`src/rtl/pid_pkg.sv`:
```
// Shared definitions for the sequential PID loop.
// Holds the FSM state encoding, the default parameter values and a small
// width helper used when sizing intermediate sums.
package pid_pkg;

    localparam int DEF_DW   = 8;
    localparam int DEF_CW   = 8;
    localparam int DEF_FRAC = 4;
    localparam int DEF_IW   = 20;

    typedef enum logic [2:0] {
        S_IDLE = 3'd0,
        S_ERR  = 3'd1,
        S_MP   = 3'd2,
        S_MI   = 3'd3,
        S_MD   = 3'd4,
        S_SUM  = 3'd5
    } pid_state_e;

    function automatic int max_int(input int a, input int b);
        return (a > b) ? a : b;
    endfunction

endpackage

```
`src/rtl/pid_sat.sv`:
```
// Signed saturating narrower.
// Ports:
//   din  - signed IN_W-bit value to clip
//   dout - din clipped to the signed OUT_W-bit range
//   clip - 1 when din was outside that range
// IN_W must be >= OUT_W.
module pid_sat
    import pid_pkg::*;
#(
    parameter int IN_W  = 10,
    parameter int OUT_W = 8
) (
    input  logic signed [IN_W-1:0]  din,
    output logic signed [OUT_W-1:0] dout,
    output logic                    clip
);

    localparam logic signed [IN_W-1:0] MAX_V = {{(IN_W-OUT_W+1){1'b0}}, {(OUT_W-1){1'b1}}};
    localparam logic signed [IN_W-1:0] MIN_V = {{(IN_W-OUT_W+1){1'b1}}, {(OUT_W-1){1'b0}}};

    // Compare against the output range limits and pick limit or passthrough.
    always_comb begin
        dout = din[OUT_W-1:0];
        clip = 1'b0;
        if (din > MAX_V) begin
            dout = MAX_V[OUT_W-1:0];
            clip = 1'b1;
        end else if (din < MIN_V) begin
            dout = MIN_V[OUT_W-1:0];
            clip = 1'b1;
        end else begin
            dout = din[OUT_W-1:0];
            clip = 1'b0;
        end
    end

endmodule

```
`src/rtl/pid_loop_seq.sv`:
```
// Sequential PID controller with one shared multiplier.
// A sample is taken in IDLE, then ERR, MP, MI, MD and SUM each take one
// clock; the saturated control value is registered on the SUM->IDLE edge.
// Ports:
//   clk, rst_n           - clock, asynchronous active-low reset
//   in_valid / in_ready  - sample handshake (ready only in IDLE)
//   setpoint, feedback   - signed DW-bit inputs
//   kp, ki, kd           - unsigned CW-bit gains, Q(CW-FRAC).FRAC
//   clear                - synchronous loop-state clear, aborts any result
//   out_valid            - one-cycle result strobe
//   control, sat         - signed saturated output and its clip flag
module pid_loop_seq
    import pid_pkg::*;
#(
    parameter int DW   = DEF_DW,
    parameter int CW   = DEF_CW,
    parameter int FRAC = DEF_FRAC,
    parameter int IW   = DEF_IW
) (
    input  logic                 clk,
    input  logic                 rst_n,
    input  logic                 in_valid,
    output logic                 in_ready,
    input  logic signed [DW-1:0] setpoint,
    input  logic signed [DW-1:0] feedback,
    input  logic [CW-1:0]        kp,
    input  logic [CW-1:0]        ki,
    input  logic [CW-1:0]        kd,
    input  logic                 clear,
    output logic                 out_valid,
    output logic signed [DW-1:0] control,
    output logic                 sat
);

    localparam int EW    = DW + 1;               // error width
    localparam int AW    = DW + 2;               // multiplier data operand (fits error delta)
    localparam int BW    = CW + 1;               // multiplier gain operand (zero-extended)
    localparam int PW    = AW + BW;              // product width
    localparam int IS_W  = max_int(IW, PW) + 1;  // integrator pre-saturation sum
    localparam int SUM_W = max_int(IW, PW) + 2;  // three-term sum, cannot overflow

    pid_state_e            state_r;
    logic                  in_ready_r;
    logic signed [DW-1:0]  sp_r;
    logic signed [DW-1:0]  fb_r;
    logic [CW-1:0]         kp_r;
    logic [CW-1:0]         ki_r;
    logic [CW-1:0]         kd_r;
    logic signed [EW-1:0]  err_r;
    logic signed [EW-1:0]  prev_err_r;
    logic                  prev_valid_r;
    logic signed [PW-1:0]  p_r;
    logic signed [PW-1:0]  d_r;
    logic signed [IW-1:0]  integ_r;
    logic signed [DW-1:0]  control_r;
    logic                  sat_r;
    logic                  out_valid_r;

    logic signed [AW-1:0]    mul_a_s;
    logic signed [BW-1:0]    mul_b_s;
    logic signed [PW-1:0]    product_s;
    logic signed [IS_W-1:0]  integ_sum_s;
    logic signed [IW-1:0]    integ_next_s;
    logic                    integ_clip_unused_s;
    logic signed [SUM_W-1:0] sum_s;
    logic signed [DW-1:0]    ctrl_next_s;
    logic                    ctrl_clip_s;
    logic                    windup_hold_s;

    // Route the operands of the single shared multiplier by FSM state.
    always_comb begin
        mul_a_s = {AW{1'b0}};
        mul_b_s = {BW{1'b0}};
        case (state_r)
            S_MP: begin
                mul_a_s = AW'(err_r);
                mul_b_s = {1'b0, kp_r};
            end
            S_MI: begin
                mul_a_s = AW'(err_r);
                mul_b_s = {1'b0, ki_r};
            end
            S_MD: begin
                // Without a valid previous error the derivative term is zero.
                if (prev_valid_r) begin
                    mul_a_s = AW'(err_r) - AW'(prev_err_r);
                end else begin
                    mul_a_s = {AW{1'b0}};
                end
                mul_b_s = {1'b0, kd_r};
            end
            default: begin
                mul_a_s = {AW{1'b0}};
                mul_b_s = {BW{1'b0}};
            end
        endcase
    end

    assign product_s   = mul_a_s * mul_b_s;
    assign integ_sum_s = IS_W'(integ_r) + IS_W'(product_s);
    assign sum_s       = SUM_W'(p_r >>> FRAC) + SUM_W'(integ_r >>> FRAC) + SUM_W'(d_r >>> FRAC);

    // Anti-windup: while the output is clipped, an error pushing further in
    // the clipped direction must not grow the integrator.
    assign windup_hold_s = sat_r && (err_r[EW-1] == control_r[DW-1]);

    pid_sat #(.IN_W(IS_W), .OUT_W(IW)) u_integ_sat (
        .din  (integ_sum_s),
        .dout (integ_next_s),
        .clip (integ_clip_unused_s)
    );

    pid_sat #(.IN_W(SUM_W), .OUT_W(DW)) u_ctrl_sat (
        .din  (sum_s),
        .dout (ctrl_next_s),
        .clip (ctrl_clip_s)
    );

    // FSM sequencing, datapath registers and registered outputs.
    always_ff @(posedge clk or negedge rst_n) begin
        if (!rst_n) begin
            state_r      <= S_IDLE;
            in_ready_r   <= 1'b1;
            sp_r         <= {DW{1'b0}};
            fb_r         <= {DW{1'b0}};
            kp_r         <= {CW{1'b0}};
            ki_r         <= {CW{1'b0}};
            kd_r         <= {CW{1'b0}};
            err_r        <= {EW{1'b0}};
            prev_err_r   <= {EW{1'b0}};
            prev_valid_r <= 1'b0;
            p_r          <= {PW{1'b0}};
            d_r          <= {PW{1'b0}};
            integ_r      <= {IW{1'b0}};
            control_r    <= {DW{1'b0}};
            sat_r        <= 1'b0;
            out_valid_r  <= 1'b0;
        end else if (clear) begin
            // Clear wins over acceptance; control keeps its last value.
            state_r      <= S_IDLE;
            in_ready_r   <= 1'b1;
            integ_r      <= {IW{1'b0}};
            prev_valid_r <= 1'b0;
            sat_r        <= 1'b0;
            out_valid_r  <= 1'b0;
        end else begin
            out_valid_r <= 1'b0;
            case (state_r)
                S_IDLE: begin
                    if (in_valid && in_ready_r) begin
                        sp_r       <= setpoint;
                        fb_r       <= feedback;
                        kp_r       <= kp;
                        ki_r       <= ki;
                        kd_r       <= kd;
                        in_ready_r <= 1'b0;
                        state_r    <= S_ERR;
                    end else begin
                        in_ready_r <= 1'b1;
                        state_r    <= S_IDLE;
                    end
                end
                S_ERR: begin
                    err_r   <= EW'(sp_r) - EW'(fb_r);
                    state_r <= S_MP;
                end
                S_MP: begin
                    p_r     <= product_s;
                    state_r <= S_MI;
                end
                S_MI: begin
                    if (!windup_hold_s) begin
                        integ_r <= integ_next_s;
                    end else begin
                        integ_r <= integ_r;
                    end
                    state_r <= S_MD;
                end
                S_MD: begin
                    d_r          <= product_s;
                    prev_err_r   <= err_r;
                    prev_valid_r <= 1'b1;
                    state_r      <= S_SUM;
                end
                S_SUM: begin
                    control_r   <= ctrl_next_s;
                    sat_r       <= ctrl_clip_s;
                    out_valid_r <= 1'b1;
                    in_ready_r  <= 1'b1;
                    state_r     <= S_IDLE;
                end
                default: begin
                    in_ready_r <= 1'b1;
                    state_r    <= S_IDLE;
                end
            endcase
        end
    end

    assign in_ready  = in_ready_r;
    assign out_valid = out_valid_r;
    assign control   = control_r;
    assign sat       = sat_r;

endmodule

```
`config.mk`:
```
export PLATFORM = sky130hd
export DESIGN_NAME = pid_loop_seq
export DESIGN_NICKNAME = d
export VERILOG_FILES = /design/src/rtl/pid_pkg.sv /design/src/rtl/pid_sat.sv /design/src/rtl/pid_loop_seq.sv
export SDC_FILE = /design/constraint.sdc
export NUM_CORES = 1
export LEC_CHECK = 0
export BUFFER_PORTS_ARGS = -buffer_cell sky130_fd_sc_hd__buf_2
export CAP_MARGIN = 20
export CORE_MARGIN = 3
export CORE_UTILIZATION = 30
export CTS_BUF_LIST = sky130_fd_sc_hd__clkbuf_4 sky130_fd_sc_hd__clkbuf_8
export DETAILED_ROUTE_END_ITERATION = 10
export PLACE_DENSITY = 0.52
export SYNTH_ARGS = -nofsm -noshare
export SYNTH_HDL_FRONTEND = slang
export SYNTH_SLANG_ARGS = --single-unit
```
`constraint.sdc`:
```
create_clock -name clk -period 8.06 [get_ports clk]
set_input_delay 0.806 -clock clk [delete_from_list [all_inputs] [get_ports clk]]
set_output_delay 0.806 -clock clk [all_outputs]
set_load 0.05 [all_outputs]
```
---- Word level (Yosys, flattened, before mapping) ----
Cells that the tools add are included.
word-level totals
  flip-flop bits (word level) ............. 131
  bits of input ports ..................... 44
cells by class
  add/sub/neg operators ................... 5
  mux-type cells .......................... 24
  order comparisons ....................... 4
  reductions and logical operators ........ 14
  equal/unequal tests ..................... 8
  multipliers ............................. 1
  bitwise logic cells ..................... 1
operator list
  kind                    count
  $mux W20                5
  $pmux W8 S3             1
  $add A20 B19 Y21        1
  $gt A21 B20 Y1 const B  1
  $lt A21 B20 Y1 const B  1
  $pmux W10 S2            1
  $mul A10 B9 Y19         1
  $add A17 B15 Y18        1
  $gt A18 B8 Y1 const B   1
  $lt A18 B8 Y1 const B   1
  $add A15 B16 Y17        1
  $mux W8                 2
  $pmux W3 S5             1
  $mux W1                 11
  $mux W10                1
  $reduce_and A2 Y1       5
  $sub A9 B9 Y10          1
  $sub A8 B8 Y9           1
  $eq A3 B2 Y1 const B    2
  $eq A3 B3 Y1 const B    2
  $reduce_bool A2 Y1      3
  $reduce_or A4 Y1        1
  $eq A3 B1 Y1 const B    1
  $logic_not A3 Y1        1
  9 further kinds         10

---- Logic depth before layout (Yosys ltp) ----
Gate-level depths: netlist of the first run.
  word-level depth ........................ 11
  depth in mapped cells ................... 37
  gate-level depth less buffers ........... 36

---- Hierarchy ----
Synthesis of the first run repeated with hierarchy kept, for this count alone.
second synthesis, totals
  cell total of the unflattened synthesis .. 1297
  area total of the unflattened synthesis .. 11623.6 um^2
by module, submodules not included
  module                  area each (um^2)  instances  seq. area each (um^2)  cells each
  pid_loop_seq            11124.4           1          3079.2                 1213
  pid_sat at u_integ_sat  326.6             1          0.0                    65
  pid_sat at u_ctrl_sat   172.7             1          0.0                    19

---- Least setup slack after synthesis of the first run ----
Ideal clock, no wire load.
  path kind ............................... flip-flop to flip-flop
  start ................................... register err_r[1]
  end ..................................... register integ_r[18]
  required time ........................... 7934 ps
  arrival ................................. 7886 ps
  path slack .............................. 48 ps
  cell stages (with the launch flop) ...... 35
  cell sequence ........................... dfrtp_1 > ha_1 > nor2b_1 > o21ai_0 > a21boi_0 > o21ai_0 > a21boi_1 > o31ai_1 > nor4b_2 > clkbuf_1 > o21ai_0 > fa_1 > inv_1 > fa_1 > fa_1 > inv_1 > fa_1 > inv_1 > ha_1 > a21o_1 > a31oi_1 > o211ai_1 > a31o_2 > a21oi_1 > xor2_1 > inv_1 > ha_1 > a21o_1 > a211oi_1 > o21a_1 > o21ai_0 > nand4_1 > a21oi_4 > buf_4 > a221o_1
on the way
  cells in the longest elaborated chain, start to end .. 11
  elaborated cells between the ends (all ways) .. 12
  classes of those cells .................. 2 x add/sub; 1 x mul; 2 x order compare; 7 x mux
ends and longest elaborated chain
  item                      RTL line             source
  start: declaration        pid_loop_seq.sv:49   logic signed [EW-1:0] err_r;
  start signal: assignment  pid_loop_seq.sv:129  err_r <= {EW{1'b0}};
  start signal: assignment  pid_loop_seq.sv:164  err_r <= EW'(sp_r) - EW'(fb_r);
  $sub A9 B9 Y10            pid_loop_seq.sv:86   mul_a_s = AW'(err_r) - AW'(prev_err_r);
  $mux W10                  pid_loop_seq.sv:85   if (prev_valid_r) begin
  $pmux W10 S2 (*)          pid_loop_seq.sv:74   case (state_r)
  $mul A10 B9 Y19 (*)       pid_loop_seq.sv:99   assign product_s = mul_a_s * mul_b_s;
  net product_s[17]         pid_loop_seq.sv:61   logic signed [PW-1:0] product_s;
  $add A20 B19 Y21 (*)      pid_loop_seq.sv:100  assign integ_sum_s = IS_W'(integ_r) + IS_W'(product_s);
  $lt A21 B20 Y1            pid_sat.sv:28        end else if (din < MIN_V) begin
  $mux W20                  pid_sat.sv:28
  $mux W20 (*)              pid_sat.sv:25        if (din > MAX_V) begin
  $mux W20 (*)              pid_loop_seq.sv:172  if (!windup_hold_s) begin
  $mux W20 (*)              pid_loop_seq.sv:148  case (state_r)
  $mux W20 (*)              pid_loop_seq.sv:138  end else if (clear) begin
  end signal: assignment    pid_loop_seq.sv:142  integ_r <= {IW{1'b0}};
  end signal: assignment    pid_loop_seq.sv:173  integ_r <= integ_next_s;
  end signal: assignment    pid_loop_seq.sv:175  integ_r <= integ_r;
  end: declaration          pid_loop_seq.sv:54   logic signed [IW-1:0] integ_r;
The timed path passes the listed nets; every way through them passes the cells marked *. The select of a mux whose other input is x is not followed.
A chain may end at the register's enable or synchronous reset.

---- Final worst setup path of the first run ----
  start ................................... register err_r[1]
  end ..................................... register integ_r[11]
The elaborated chain is that of the path after synthesis.

==> results.ini, run 1 <==
[outcome]
status = completed

[route]
via_per_inst = 4.79
first_pass_iters = 5
drc = 0
post_drt_wl_per_cell_um = 14.9
drt-initial-drc-count = 317
ant_nets = 0
drt-total-wl_mm = 26.9
num_vias = 8620

[cells_and_area]
drive_gt1_share_pct = 22.5
multiInputGateArea_um2 = 7570
antenna_cells = 0
nets = 1543
syn2layout_area_growth_pct = 19.2
register_area_um2 = 3080
fin_util_pct = 36.4
final_common_cell = inv_1
fillers = 3737
layout_common_cells = inv_1, dfrtp_1, nand2_1, buf_4, ha_1

[min_path]
hp-class = primary input to async pin

[sta]
fin_crit_sh_pct = 96.1
setup_viol = 0
min_period_ps = 7740
max_slew.worst_pin.slew_ps = 850
final_hold_viol_count = 0
clock.fmax_mhz = 129
skew_ps = 11.6
relSlewSlack_pct = 43.0
slew_viol_final = 0

[clock_tree]
numClockSinks = 123
clockBufferDepth = 2
cts.hold.buffers_added = 0
insertion_delay_ps = 460
cts-root-buf = clkbuf_8
htree_levels = 4
cts_tree = yes
clk_pin_slew_worst_paths_ps = 80
numCtsBuffers = 17

[logic_synthesis]
synth-main-ff-cell = dfrtp_1
ys_async_sr_fraction_pct = 100
netlist_area_um2 = 11200
syn_area_per_cell_um2 = 9.42
ys_ff_latch = 123
ys_seq_area_share_pct = 27.6
synth_edf_count = 0
synth_cells = 1185
yosysUniqueCellTypes = 75
syn-num-nets = 1409
synth_warnings = 0

[worst_setup_path]
cp-end-kind = flip-flop
r2r_cells = 35
arrival_ps = 8090
crit_top_cell = buf_4
cpPeakStageDelay_ps = 520
regToRegSetupSlack_ps = 320
cp-start-kind = flip-flop
path_max_fanout = 8
crit_required_ps = 8400
path_class = flip-flop to flip-flop
crit_slowest_cell = fa_1

[global_route]
grt_pass1_wl_mm = 44.4
grtUsageTotal_pct = 14.0
grt_pass1_vias = 8754
grt_max_degree = 66
antenna_found_initial = 0
overflow = 0

[pwr]
p_total_mw = 2.47
ir_worst_vdd_uv = 178
powerDensity_nw_per_um2 = 186
leakagePower_nw = 6.63

[floorplanning]
core-area_um2 = 36600
num_rows = 70
start_util_pct = 30.5
die_h_um = 199
io_pins = 55
dieArea_um2 = 39600
fp.dieW_um = 199

[placed_design]
io_buffers = 54
gp_congestion = 0.833
dp_hpwl_mm = 21.8

[flow_run]
cap_violations = 0

-- final cells by class --
type                            instances  share of cell area, %
Clock buffer                           19                   1.92
Clock inverter                         13                   1.07
Inverter                              162                   4.57
Multi-Input combinational cell        860                   56.9
Sequential cell                       123                   23.1
Tap cell                              468                   4.40
Timing Repair Buffer                  155                   8.02
-- critical path: cells and delay by family, from the launching register on --
kind                     cells  cell delay (ps)
buffers and inverters        8              980
flip-flops                   1              400
adder cells (fa/ha/maj)      7             2770
AO/OA/AOI/OAI               14             2370
XOR/XNOR                     1              230
AND/OR/NAND/NOR              5              870
-- cell families (layout without fill, tap and decap cells) --
kind of cell,Yosys count,count (layout),share of synthesized area (%)
XOR/XNOR,52,52,4.08
flip-flops,123,123,27.6
adder cells (fa/ha/maj),180,180,25.7
AND/OR/NAND/NOR,274,274,11.5
buffers and inverters,202,349,6.99
multiplexers,55,55,5.43
AO/OA/AOI/OAI,299,299,18.7
-- timing repair --
item / 4_1_cts / 5_1_grt
gates cloned: 0 / 1
pin swaps: 3 / 43
resized for setup: 7 / 60
endpoints found under the hold margin: 0 / 0
buffers inserted: 6 / 12
endpoints found under the setup margin: 17 / 20
-- power breakdown --
part,internal (mW),leakage (nW),switching (mW)
Clock,0.288,0.200,0.275
Sequential,0.757,1.60,0.0900
Combinational,0.490,4.82,0.572
Total,1.54,6.63,0.937
-- flip-flops by register name (all words and copies together) (netlist names), 3 cells and up --
signal and cells:
fb_r 8, kp_r 8, kd_r 8, ki_r 8
sp_r 8, d_r 15, integ_r 20, state_r 3
control 8, err_r 9, p_r 15, prev_err_r 9
-- worst paths after layout --
path                                      startpoint                        end
worst max-delay path            err_r[1]$_DFFE_PN0P_    integ_r[11]$_DFFE_PN0P_
worst min-delay path                           rst_n     control[5]$_DFFE_PN0P_
worst max register to register  err_r[1]$_DFFE_PN0P_    integ_r[11]$_DFFE_PN0P_
worst min register to register   ki_r[4]$_DFFE_PN0P_        ki_r[4]$_DFFE_PN0P_
max in group asynchronous                      rst_n  prev_err_r[1]$_DFFE_PN0P_
min in group clk                 ki_r[4]$_DFFE_PN0P_        ki_r[4]$_DFFE_PN0P_
-- cells in the mapped netlist, types with 5 or more instances --
library cell | count | share of area [%]
a311oi_1 | 5 | 0.39
a21o_1 | 22 | 1.5
o211ai_1 | 8 | 0.54
dfrtp_1 | 122 | 27
o21ai_0 | 82 | 3.7
o21a_1 | 14 | 0.94
nand2b_1 | 12 | 0.67
nor2_1 | 77 | 2.6
fa_1 | 82 | 15
mux2i_1 | 10 | 0.90
xor2_1 | 26 | 2.0
o21bai_1 | 11 | 0.74
o21ba_2 | 5 | 0.45
a2111oi_0 | 7 | 0.55
a22oi_1 | 7 | 0.47
a22o_1 | 10 | 0.78
nand2_1 | 98 | 3.3
a221o_1 | 16 | 1.4
o31ai_1 | 6 | 0.40
xnor2_1 | 26 | 2.0
nand3b_1 | 5 | 0.34
nor4_1 | 5 | 0.28
a31oi_1 | 5 | 0.28
clkbuf_1 | 33 | 1.1
and3_1 | 11 | 0.62
mux2_2 | 45 | 4.5
nand3_1 | 17 | 0.76
inv_1 | 162 | 5.4
and2_1 | 7 | 0.39
ha_1 | 98 | 11
nor2b_1 | 7 | 0.39
o21ai_1 | 5 | 0.22
a211oi_1 | 7 | 0.47
nor3_1 | 14 | 0.63
a21oi_1 | 52 | 2.3
-- through the flow --
stage	setup slack (ps)	cells	hold WS, ps	cell area, um2	TNS [ps]
3_3_place_gp	19.3	1749	480	12500	0
3_5_place_dp	-95.1	1749	483	12500	-1230
5_1_grt	-112	1800	447	13300	-1680
2_1_floorplan	48.2	1185	454	11200	0
6_report	316	1800	398	13300	0
4_1_cts	3.88	1787	410	12900	0
-- layer usage --
layer	global-route usage [%]	routed length (um)
met1	18.7	13000
met2	23.7	12900
met3	2.32	718
met4	3.38	321
met5	0	0
Note: power is estimated with default switching activity, not from simulation.
==> run 2, diff against run 1 <==
- GPL_ROUTABILITY_DRIVEN: not set -> 0
- PLACE_DENSITY: 0.52 -> not set
- PLACE_DENSITY_LB_ADDON: not set -> 0.12
==> run 2 against run 1 <==
Net effect: combinational power about the same; sequential share of layout area decreased by 0.49 points; clock power decreased by 2%; sequential power increased by 0.9%; register-to-register slack got worse by 70 ps; fmax decreased by 0.85%.
==> results.ini, run 2 (synthesized netlist as in run 1, its figures left out) <==
[outcome]
status = completed

[worst_setup_path]
path_max_fanout = 5  ; -3
cp-end-kind = flip-flop
cpPeakStageDelay_ps = 540  ; +20 ps
crit_slowest_cell = fa_1
arrival_ps = 8160  ; +70 ps
cp-start-kind = flip-flop
path_class = flip-flop to flip-flop
crit_required_ps = 8410  ; about the same

[global_route]
grt_pass1_wl_mm = 47.2  ; +6.5%
grtUsageTotal_pct = 15.0  ; +1.0 points
grt_pass1_vias = 9030  ; +3.2%
overflow = 0  ; unchanged
grt_max_degree = 74  ; +12%
antenna_found_initial = 0  ; unchanged

[route]
drc = 0  ; unchanged
first_pass_iters = 5  ; unchanged
drt-initial-drc-count = 336  ; +6.0%
post_drt_wl_per_cell_um = 15.9  ; +6.7%
via_per_inst = 4.88  ; +1.8%
num_vias = 8796  ; +2.0%
ant_nets = 0  ; unchanged
drt-total-wl_mm = 28.8  ; +6.9%

[floorplanning]
start_util_pct = 30.5  ; unchanged
dieArea_um2 = 39600  ; unchanged
num_rows = 70  ; unchanged
core-area_um2 = 36600  ; unchanged
io_pins = 55  ; unchanged
die_h_um = 199  ; unchanged
fp.dieW_um = 199  ; unchanged

[placed_design]
dp_hpwl_mm = 22.8  ; +4.9%
io_buffers = 54  ; unchanged
dp_slack_ps = -139  ; -44.3 ps
dp.cells = 1755  ; +0.34%

[sta]
clock.fmax_mhz = 128  ; -0.85%
skew_ps = 14.5  ; +2.97 ps
layout_setup_ws_ps = 250  ; -66.1 ps
setup_viol = 0  ; unchanged
fin_crit_sh_pct = 96.9  ; +0.82 points
final_hold_viol_count = 0  ; unchanged
fin_hold_ws_ps = 357  ; -40.2 ps
relSlewSlack_pct = 42.5  ; -0.41 points
slew_viol_final = 0  ; unchanged
max_slew.worst_pin.slew_ps = 859  ; +9.27 ps
min_period_ps = 7810  ; +66.1 ps

[cells_and_area]
regMostFlops = integ_r
final_cells = 1804  ; +0.22%
fin_util_pct = 37.1  ; +0.79 points
antenna_cells = 0  ; unchanged
nets = 1548  ; +0.32%
syn2layout_area_growth_pct = 21.8
final_common_cell = inv_1
top_regs = integ_r (20), d_r (15), p_r (15)
layout_common_cells = inv_1, dfrtp_1, buf_4
multiInputGateArea_um2 = 7790  ; +2.9%
register_area_um2 = 3080  ; unchanged
fillers = 3737  ; unchanged
drive_gt1_share_pct = 24.8  ; +2.3 points
largest_reg_flops = 20  ; unchanged

[clock_tree]
cts_tree = yes
clockBufferDepth = 2  ; unchanged
insertion_delay_ps = 470  ; about the same
htree_levels = 4  ; unchanged
numClockSinks = 123  ; unchanged
cts-root-buf = clkbuf_8
numCtsBuffers = 17  ; unchanged
clk_pin_slew_worst_paths_ps = 80  ; about the same

[pwr]
leakagePower_nw = 6.67  ; +0.63%
ir_worst_vdd_uv = 119  ; -33%
p_total_mw = 2.48  ; +0.45%
powerDensity_nw_per_um2 = 183  ; -1.7%

[min_path]
hp-class = primary input to async pin

[flow_run]
cap_violations = 0  ; unchanged

-- run 2: cell types whose count changed in the layout (fill, tap and decap cells not counted), sizes merged --
| cell | delta |
|---|---|
| clkinv | +1 |
| inv | -3 |
| clkinvlp | -2 |
| buf | +3 |
| clkbuf | +5 |
-- run 2: area by class of cell --
class | instances | share of cell area [%]
Multi-Input combinational cell | 860 | 57.3
Sequential cell | 123 | 22.6
Clock buffer | 22 | 2.13
Inverter | 162 | 4.47
Timing Repair Buffer | 160 | 8.44
Clock inverter | 9 | 0.699
Tap cell | 468 | 4.31
-- run 2: layer usage --
| metal | routed length, um | GRT usage, % | vias to the layer above | part of all wire [%] |
|---|---|---|---|---|
| met2 | 14100 | 25.6 | 108 | 49 |
| met4 | 378 | 3.77 | 0 | 1.3 |
| met3 | 723 | 2.81 | 23 | 2.5 |
| li1 | - | - | 4354 | - |
| met1 | 13500 | 19.7 | 4311 | 47 |
| met5 | 0 | 0 | - | 0 |
-- run 2: stage by stage --
stage / area [um2] / TNS (ps)
3_3_place_gp: 12500 / -420
5_1_grt: 13600 / -1160
3_5_place_dp: 12500 / -1980
6_report: 13600 / 0
2_1_floorplan: 11200 / 0
4_1_cts: 13000 / 0
-- run 2: path summary, 6_finish.rpt --
path / startpoint / endpoint / slack, ps / cells after the start
setup reg to reg: err_r[0]$_DFFE_PN0P_ / integ_r[3]$_DFFE_PN0P_ / 250 / 37
max in group asynchronous: rst_n / prev_err_r[3]$_DFFE_PN0P_ / 6490 / 2
hold / removal: rst_n / out_valid$_DFF_PN0_ / 360 / 1
min in group clk: prev_err_r[8]$_DFFE_PN0P_ / prev_err_r[8]$_DFFE_PN0P_ / 500 / 1
setup / recovery: err_r[0]$_DFFE_PN0P_ / integ_r[3]$_DFFE_PN0P_ / 250 / 37
hold reg to reg: prev_err_r[8]$_DFFE_PN0P_ / prev_err_r[8]$_DFFE_PN0P_ / 500 / 1
-- run 2: where the power goes --
group          internal [mW]  switching (mW)  leakage [nW]  total [mW]
clock                  0.300           0.250         0.209       0.550
combinational          0.494           0.585          4.86        1.08
sequential             0.757          0.0973          1.60       0.855
total                   1.55           0.932          6.67        2.48
-- run 2: critical path, delay by kind of cell (launching register included) --
| family | cells | cell delay [ps] |
|---|---|---|
| and+or+nand+nor | 3 | 370 |
| adders and majority gates | 8 | 2820 |
| DFF | 1 | 390 |
| buffers and inverters | 9 | 840 |
| AOI/OAI and AO/OA | 15 | 2780 |
| xor gates and xnor gates | 1 | 130 |
| muxes | 1 | 370 |
-- run 2: repair_timing --
item / in CTS / in global routing
hold buffers: 0 / 0
pin swaps: 3 / 68
gates cloned: 0 / 3
hold endpoints to repair: 0 / 0
gates resized for setup: 9 / 94
setup endpoints to repair: 19 / 20
setup buffers: 2 / 14
